[config.mk]
export PLATFORM = sky130hd
export DESIGN_NAME = div_share_ctrl
export DESIGN_NICKNAME = d
export VERILOG_FILES = /design/src/rtl/div_share_ctrl.sv
export SDC_FILE = /design/constraint.sdc
export NUM_CORES = 1
export LEC_CHECK = 0
export ABC_CLOCK_PERIOD_IN_PS = 3900
export CAP_MARGIN = 20
export CORE_MARGIN = 5
export CORE_UTILIZATION = 30
export CTS_BUF_LIST = sky130_fd_sc_hd__clkbuf_4 sky130_fd_sc_hd__clkbuf_8
export DETAILED_ROUTE_END_ITERATION = 10
export SYNTH_ARGS = -nofsm -noshare
export SYNTH_HDL_FRONTEND = slang
export SYNTH_SLANG_ARGS = --single-unit
export TNS_END_PERCENT = 30
[constraint.sdc]
create_clock -name clk -period 3.9 [get_ports clk]
set_clock_uncertainty 0.05 [all_clocks]
set_input_delay 0.78 -clock clk [delete_from_list [all_inputs] [get_ports clk]]
set_output_delay 0.78 -clock clk [all_outputs]
set_load 0.05 [all_outputs]
[src/rtl/div_share_ctrl.sv]
// Shared unsigned divider for two requesters. A round-robin arbiter grants
// one request at a time; the granted operands are divided by a restoring
// shift-subtract engine that produces one quotient bit per cycle.
module div_share_ctrl #(
  parameter int unsigned WIDTH = 8
) (
  input  logic             clk,
  input  logic             rst,
  input  logic             req0,
  input  logic [WIDTH-1:0] dividend0,
  input  logic [WIDTH-1:0] divisor0,
  input  logic             req1,
  input  logic [WIDTH-1:0] dividend1,
  input  logic [WIDTH-1:0] divisor1,
  output logic [1:0]       gnt,
  output logic             busy,
  output logic             done,
  output logic             done_id,
  output logic [WIDTH-1:0] quotient,
  output logic [WIDTH-1:0] remainder,
  output logic             div_by_zero
);

  localparam int unsigned CNT_W = $clog2(WIDTH + 1);

  typedef enum logic [1:0] {IDLE, CALC, DONE} state_t;

  state_t           state, state_nxt;
  logic             last;
  logic [CNT_W-1:0] cnt;
  logic [WIDTH-1:0] dvd;       // dividend bits shift out, quotient bits shift in
  logic [WIDTH-1:0] dvs;
  logic [WIDTH:0]   prem;      // partial remainder, one bit wider than operands
  logic [WIDTH:0]   trial;
  logic [WIDTH:0]   prem_nxt;
  logic [WIDTH-1:0] dvd_nxt;
  logic             qbit;
  logic             gnt_id;
  logic             any_gnt;
  logic             last_iter;
  logic [WIDTH-1:0] sel_dvd;
  logic [WIDTH-1:0] sel_dvs;

  // Round-robin arbiter: on a tie, the requester other than `last` wins.
  // Gated by rst so the grant reads zero while reset is asserted.
  always_comb begin
    gnt = 2'b00;
    if (state == IDLE && !rst) begin
      if (req0 && (!req1 || last)) begin
        gnt = 2'b01;
      end else if (req1) begin
        gnt = 2'b10;
      end
    end
  end

  assign gnt_id    = gnt[1];
  assign any_gnt   = |gnt;
  assign sel_dvd   = gnt_id ? dividend1 : dividend0;
  assign sel_dvs   = gnt_id ? divisor1 : divisor0;
  assign last_iter = (cnt == CNT_W'(WIDTH - 1));

  // One restoring-division step: shift in the next dividend bit, subtract if it fits.
  always_comb begin
    trial    = {prem[WIDTH-1:0], dvd[WIDTH-1]};
    qbit     = (trial >= {1'b0, dvs});
    prem_nxt = qbit ? (trial - {1'b0, dvs}) : trial;
    dvd_nxt  = (dvd << 1) | WIDTH'(qbit);
  end

  // Next-state logic and status outputs.
  always_comb begin
    state_nxt = state;
    unique case (state)
      IDLE: if (any_gnt) state_nxt = (sel_dvs == '0) ? DONE : CALC;
      CALC: if (last_iter) state_nxt = DONE;
      DONE: state_nxt = IDLE;
      default: state_nxt = IDLE;
    endcase
  end

  assign busy = (state != IDLE);
  assign done = (state == DONE);

  // State register.
  always_ff @(posedge clk or posedge rst) begin
    if (rst) state <= IDLE;
    else     state <= state_nxt;
  end

  // Operand capture, iteration datapath and result registers.
  always_ff @(posedge clk or posedge rst) begin
    if (rst) begin
      last        <= 1'b1;
      done_id     <= 1'b0;
      cnt         <= '0;
      dvd         <= '0;
      dvs         <= '0;
      prem        <= '0;
      quotient    <= '0;
      remainder   <= '0;
      div_by_zero <= 1'b0;
    end else if (state == IDLE && any_gnt) begin
      last    <= gnt_id;
      done_id <= gnt_id;
      dvd     <= sel_dvd;
      dvs     <= sel_dvs;
      prem    <= '0;
      cnt     <= '0;
      if (sel_dvs == '0) begin
        quotient    <= '1;
        remainder   <= sel_dvd;
        div_by_zero <= 1'b1;
      end
    end else if (state == CALC) begin
      prem <= prem_nxt;
      dvd  <= dvd_nxt;
      cnt  <= cnt + CNT_W'(1);
      if (last_iter) begin
        quotient    <= dvd_nxt;
        remainder   <= prem_nxt[WIDTH-1:0];
        div_by_zero <= 1'b0;
      end
    end
  end

endmodule

**After elaboration in Yosys (flattened, before gate mapping)**

Index checks and enable logic that the tools add are counted.

- Register bits after elaboration: 49
- Output and inout bits: 22
- Logic and storage cells: 62

- Add/sub/neg operators: 2
- Magnitude comparators: 1
- Equal/unequal tests: 6
- Muxes and demuxes: 28
- Bitwise logic cells: 1
- Reductions and logical operators: 14

Operators with widths:

| cell | count |
|---|---|
| $mux W8 | 15 |
| $mux W2 | 6 |
| $ge A9 B8 Y1 | 1 |
| $logic_not A8 Y1 | 1 |
| $mux W4 | 2 |
| $or A8 B1 Y8 | 1 |
| $sub A8 B8 Y8 | 1 |
| $ne A2 B2 Y1 const B | 3 |
| $reduce_bool A2 Y1 | 3 |
| $add A4 B1 Y4 const B | 1 |
| $eq A4 B3 Y1 const B | 1 |
| $mux W1 | 4 |
| $pmux W2 S2 | 1 |
| $logic_and A1 B1 Y1 | 3 |
| $reduce_and A3 Y1 | 1 |
| $eq A2 B1 Y1 const B | 1 |
| $eq A2 B2 Y1 const B | 1 |
| $logic_not A1 Y1 | 2 |
| $logic_not A2 Y1 | 1 |
| $reduce_and A2 Y1 | 1 |
| $reduce_or A2 Y1 | 1 |
| $logic_or A1 B1 Y1 | 1 |

**Longest topological paths before layout**

- Word-level depth: 10
- Mapped depth: 10

**Least setup slack after synthesis**

No wires, ideal clock.

- Path kind: input-to-output
- Start: input rst
- End: output gnt[1]
- Data arrival time: 1.951 ns
- Setup slack: 1.119 ns
- Stages on the path: 4
- Cells stage by stage: nor3_1 nand2_1 clkbuf_1 inv_1

- Word-level cells in the longest chain between the ends: 3

Ends and longest elaborated chain:

| item | RTL line | text |
|---|---|---|
| from (decl) | 8 | `input logic rst,` |
| $logic_not A1 Y1 (no line) | - |  |
| $logic_and A1 B1 Y1 | 48 | `if (state == IDLE && !rst) begin` |
| $mux W2 | 48 |  |
| to (decl) | 15 | `output logic [1:0] gnt,` |

No other way between the ends.

**Final worst setup path**

- Start: input rst
- End: output gnt[0]

Same word-level chain as after synthesis.

==> impl_summary.txt <==
----------------------------------------------------
[STA]
  Worst setup slack after layout ... 0.5799 ns
  Max-slew violation total from the final report ... 0
  Final hold viol count ... 0
  Final period demand of the worst path ... 3.320 ns
  Worst-Margin Slew ... 0.6057 ns
  Highest Clock Rate ... 0.3012 GHz
  Max-Slew Margin vs Limit ... 59.55%
  RSZ-0062 raised after global routing ... false
  Final cycle utilization of the critical path ... 85.13%
  Final Setup Violations ... 0
  Sum of negative setup slack ... 0 ns

[Worst setup path]
  Worst r2r path cells ... 6
  Maximum fanout encountered on the critical timing path ... 3
  Cell family with the largest share of critical-path delay ... buffers and inverters
  Most frequent CP cell ... clkdlybuf4s50_1
  Startpoint of the worst-slack reg-to-reg timing path ... prem[5]$_DFFE_PP0P_
  Cell depth of the worst setup path ... 4
  Internal reg-to-reg setup slack ... 1.31 ns
  Cells along the critical path ... clkdlybuf4s50_1, or3_1, nor2_1, clkdlybuf4s50_1
  Timing startpoint of the critical path ... rst
  WP buf/inv ... 2
  Category of the most critical setup path ... in2out
  Slowest Stage Delay on Critical Path ... 0.81 ns
  Standard cell with the maximum stage delay on the critical path ... clkdlybuf4s50_1
  Worst Setup End Kind ... output port
  Startpoint Class ... primary input
  Data required time at the worst endpoint ... 3.07 ns
  Arrival time of the worst setup path ... 2.49 ns

[Clock tree]
  Cell chosen for the clock root ... clkbuf_8
  Post-CTS Resized ... 0
  Hold buffer count at cts ... 0
  Buffer levels on the longest clock path ... 2
  Clock edge transition at the registers on the reported setup and hold paths ... 0.09 ns
  CTS tree ... done
  Clock Latency Late Sink ... 0.30 ns
  TritonCTS buffer count ... 5
  Level count of the clock H-tree ... 2
  Number of sinks on the clock net ... 49
  Post-CTS Setup Repair Bufs ... 0

[Run]
  MaxCap Viol Count ... 0

[Floorplan]
  Area inside the core boundary ... 8721 um2
  Starting density of the core ... 30.90%
  Horizontal extent of the die ... 104.8 um
  Standard-cell row count ... 34
  Die Y-Extent ... 104.8 um
  Die area ... 10980 um2
  Number of ports placed on the die boundary ... 58

[Global routing]
  Largest net degree at the start of global routing ... 50
  Number of antenna violations at the first check in global routing ... 0
  Global route overflow ... 0
  Via count of the first global-routing pass ... 2499
  Wire length of the first global-routing pass ... 12.33 mm
  Global-route usage over all layers ... 13.52%

[Route]
  Routed wirelength normalized by instance count ... 15.80 um
  Number of optimization iterations in the first detailed-route pass ... 4
  Drt initial violations ... 88
  Total via count after detailed routing ... 2411
  Final routed wirelength across all metal layers ... 7.314 mm
  Via density per instance ... 5.207
  Number of nets still failing antenna checks after routing ... 0
  DR DRC count ... 0
  Top layer reached by signal wires ... met4
  Detailed-routing wirelength on met1 ... 3.173 mm
  Met2 Routed Length ... 3.694 mm
  Met3 wire len ... 231 um

[Finish]
  Final-stage net count ... 400
  Antenna cell count ... 0
  Final cell count without fillers ... 463
  Number of inserted filler cells in the final layout ... 852
  Share of post-route cells with drive strength above 1 ... 8.451%
  Area delta synth->final ... 30.55%
  Total non-filler cell area in the finished layout ... 3518 um2

[Synthesis]
  Syn_area_per_cell ... 9.136 um2
  Yosys reg bits ... 49
  Sequential cell area fraction in the yosys report ... 45.54%
  Area of the mapped netlist ... 2695 um2
  Ys async rst share ... 100.0%
  Synth Net Count ... 341
  Number of enable flip-flop cells after synthesis ... 0
  Synthesized instance count ... 295
  Most common flop cell mapped by yosys ... dfrtp_1
  Number of warnings issued by yosys ... 0
  Number of library cell types mapped by synthesis ... 50

[Pwr]
  Net Switching ... 1.593 mW
  IR drop worst, VDD ... 0.4111 mV
  Sequential share of power ... 28.6%
  Combinational power share ... 62.4%
  Pleak ... 1.500 nW
  Part of the power in the clock network ... 9.0%
  Design internal power ... 1.686 mW
  Pwr per Cell Area ... 931.9 nW/um2
  Switching part of the total ... 48.59%

[Min path]
  Worst hold start ... last$_DFFE_PP1N_
  Hold Path Depth ... 2
  Min-delay worst type ... reg2reg

[Outcome]
  Result of the run ... complete, no violations

[Placement]
  Final HPWL from detailed placement ... 5.557 mm
  Placed Instances ... 454
  Post-place instance area ... 3412 um2
  Placer Congestion ... 0.8136
  Placement Setup Slack ... 0.5847 ns
  Count of input and output buffers ... 57

----------------------------------------------------
[final timing paths]
kind,endpoint
worst min register to register,last$_DFFE_PP1N_
worst max register to register,prem[4]$_DFFE_PP0P_
min in group asynchronous,cnt[2]$_DFFE_PP0P_
worst min-delay path,last$_DFFE_PP1N_
worst max-delay path,gnt[0]
max in group asynchronous,last$_DFFE_PP1N_
[tightest hold or removal path: stages (launching register included)]
cell and delay (ns):
dfstp_2 0.39, nand2_1 0.05, nand2_1 0.05
[placed cells by master (no fill, tap or decap), types with 2 or more instances in the layout]
master            n
clkdlybuf4s50_1  56
dfrtp_1          48
nand2_1          38
o21ai_0          30
nor2_1           29
a21oi_1          23
inv_1            14
o221ai_1         11
mux2i_1          10
ha_1              9
buf_4             6
nor2b_1           5
nand3_1           5
clkbuf_8          5
nor3_1            3
nand4_1           3
or2_2             3
a31oi_1           3
xnor2_1           3
a221oi_1          3
xor2_1            3
o22ai_1           3
nor4_1            2
a21boi_0          2
or4_1             2
and3_1            2
mux2_2            2
o22a_1            2
clkinv_2          2
buf_12            2
[cell type report]
| type | count | area, um2 | share of cell area (%) |
|---|---|---|---|
| inverters | 16 | 65.06 | 1.849 |
| clock buffers | 6 | 76.32 | 2.169 |
| flip-flops and latches | 49 | 1227 | 34.89 |
| clock inverters | 2 | 10.01 | 0.2845 |
| well taps | 108 | 135.1 | 3.841 |
| repair buffers | 64 | 645.6 | 18.35 |
| multi-input cells | 218 | 1359 | 38.62 |
[layer usage]
metal	vias up	track usage [%]
li1	1174	-
met1	1168	17.05
met2	53	23.02
met3	16	2.343
met4	0	5.205
met5	-	0
[cells by family (layout without fill, tap and decap cells)]
logic type      Yosys count  count (layout)  share of synthesized area (%)
simple gates             99              99                          16.67
compound gates           91              91                          22.19
flops                    49              49                          45.54
buf+inv                  28              88                          4.178
mux                      12              12                          4.550
fa+ha+maj                10              10                          4.921
xor+xnor                  6               6                          1.950
[registers in the layout (all words and copies together), names as in the netlist]
| register | cells |
|---|---|
| remainder | 8 |
| div_by_zero | 1 |
| dvs | 8 |
| done_id | 1 |
| dvd | 8 |
| cnt | 4 |
| last | 1 |
| quotient | 8 |
| state | 2 |
| prem | 8 |
[power by group through the flow]
stage               Combinational [mW]  Sequential, mW  Clock [mW]
finish                            2.05           0.937       0.295
global route                      2.25           0.975       0.324
CTS                               2.06           0.939       0.309
detailed placement                2.05           0.946           0
global placement                  2.01           0.945           0
floorplan                         1.18            1.21           0
[synthesized netlist by cell type, drive strengths merged, types with 2 or more instances]
cell type  count  share of area (%)
buf            2               0.37
mux2i         10                3.7
nand4          3               0.70
xnor2          3               0.98
a221oi         3               0.98
or2            3               0.70
inv           15                2.1
clkbuf        10                1.4
ha             9                4.2
and2           2               0.46
nand2         38                5.3
o221ai        12                4.5
o21ai         32                5.9
nand3          5               0.93
mux2           2               0.84
or4            2               0.56
o22a           3                1.0
o22ai          3               0.70
a31oi          3               0.70
nor3           3               0.56
xor2           3               0.98
nor2b          5                1.2
and3           2               0.46
a211oi         2               0.74
a21oi         24                4.9
a21boi         2               0.56
dfrtp         48                 45
nor2          30                4.3
nor4           2               0.46
[per-stage QoR]
stage,hold slack (ns),total power [mW],util (%)
2_1_floorplan,0.3949,2.397,-
3_3_place_gp,0.4078,2.951,39.12
3_5_place_dp,0.4113,2.995,39.12
4_1_cts,0.4270,3.306,40.11
5_1_grt,0.4503,3.553,40.34
6_report,0.4257,3.279,40.34
Note: power is estimated with default switching activity, not from simulation.
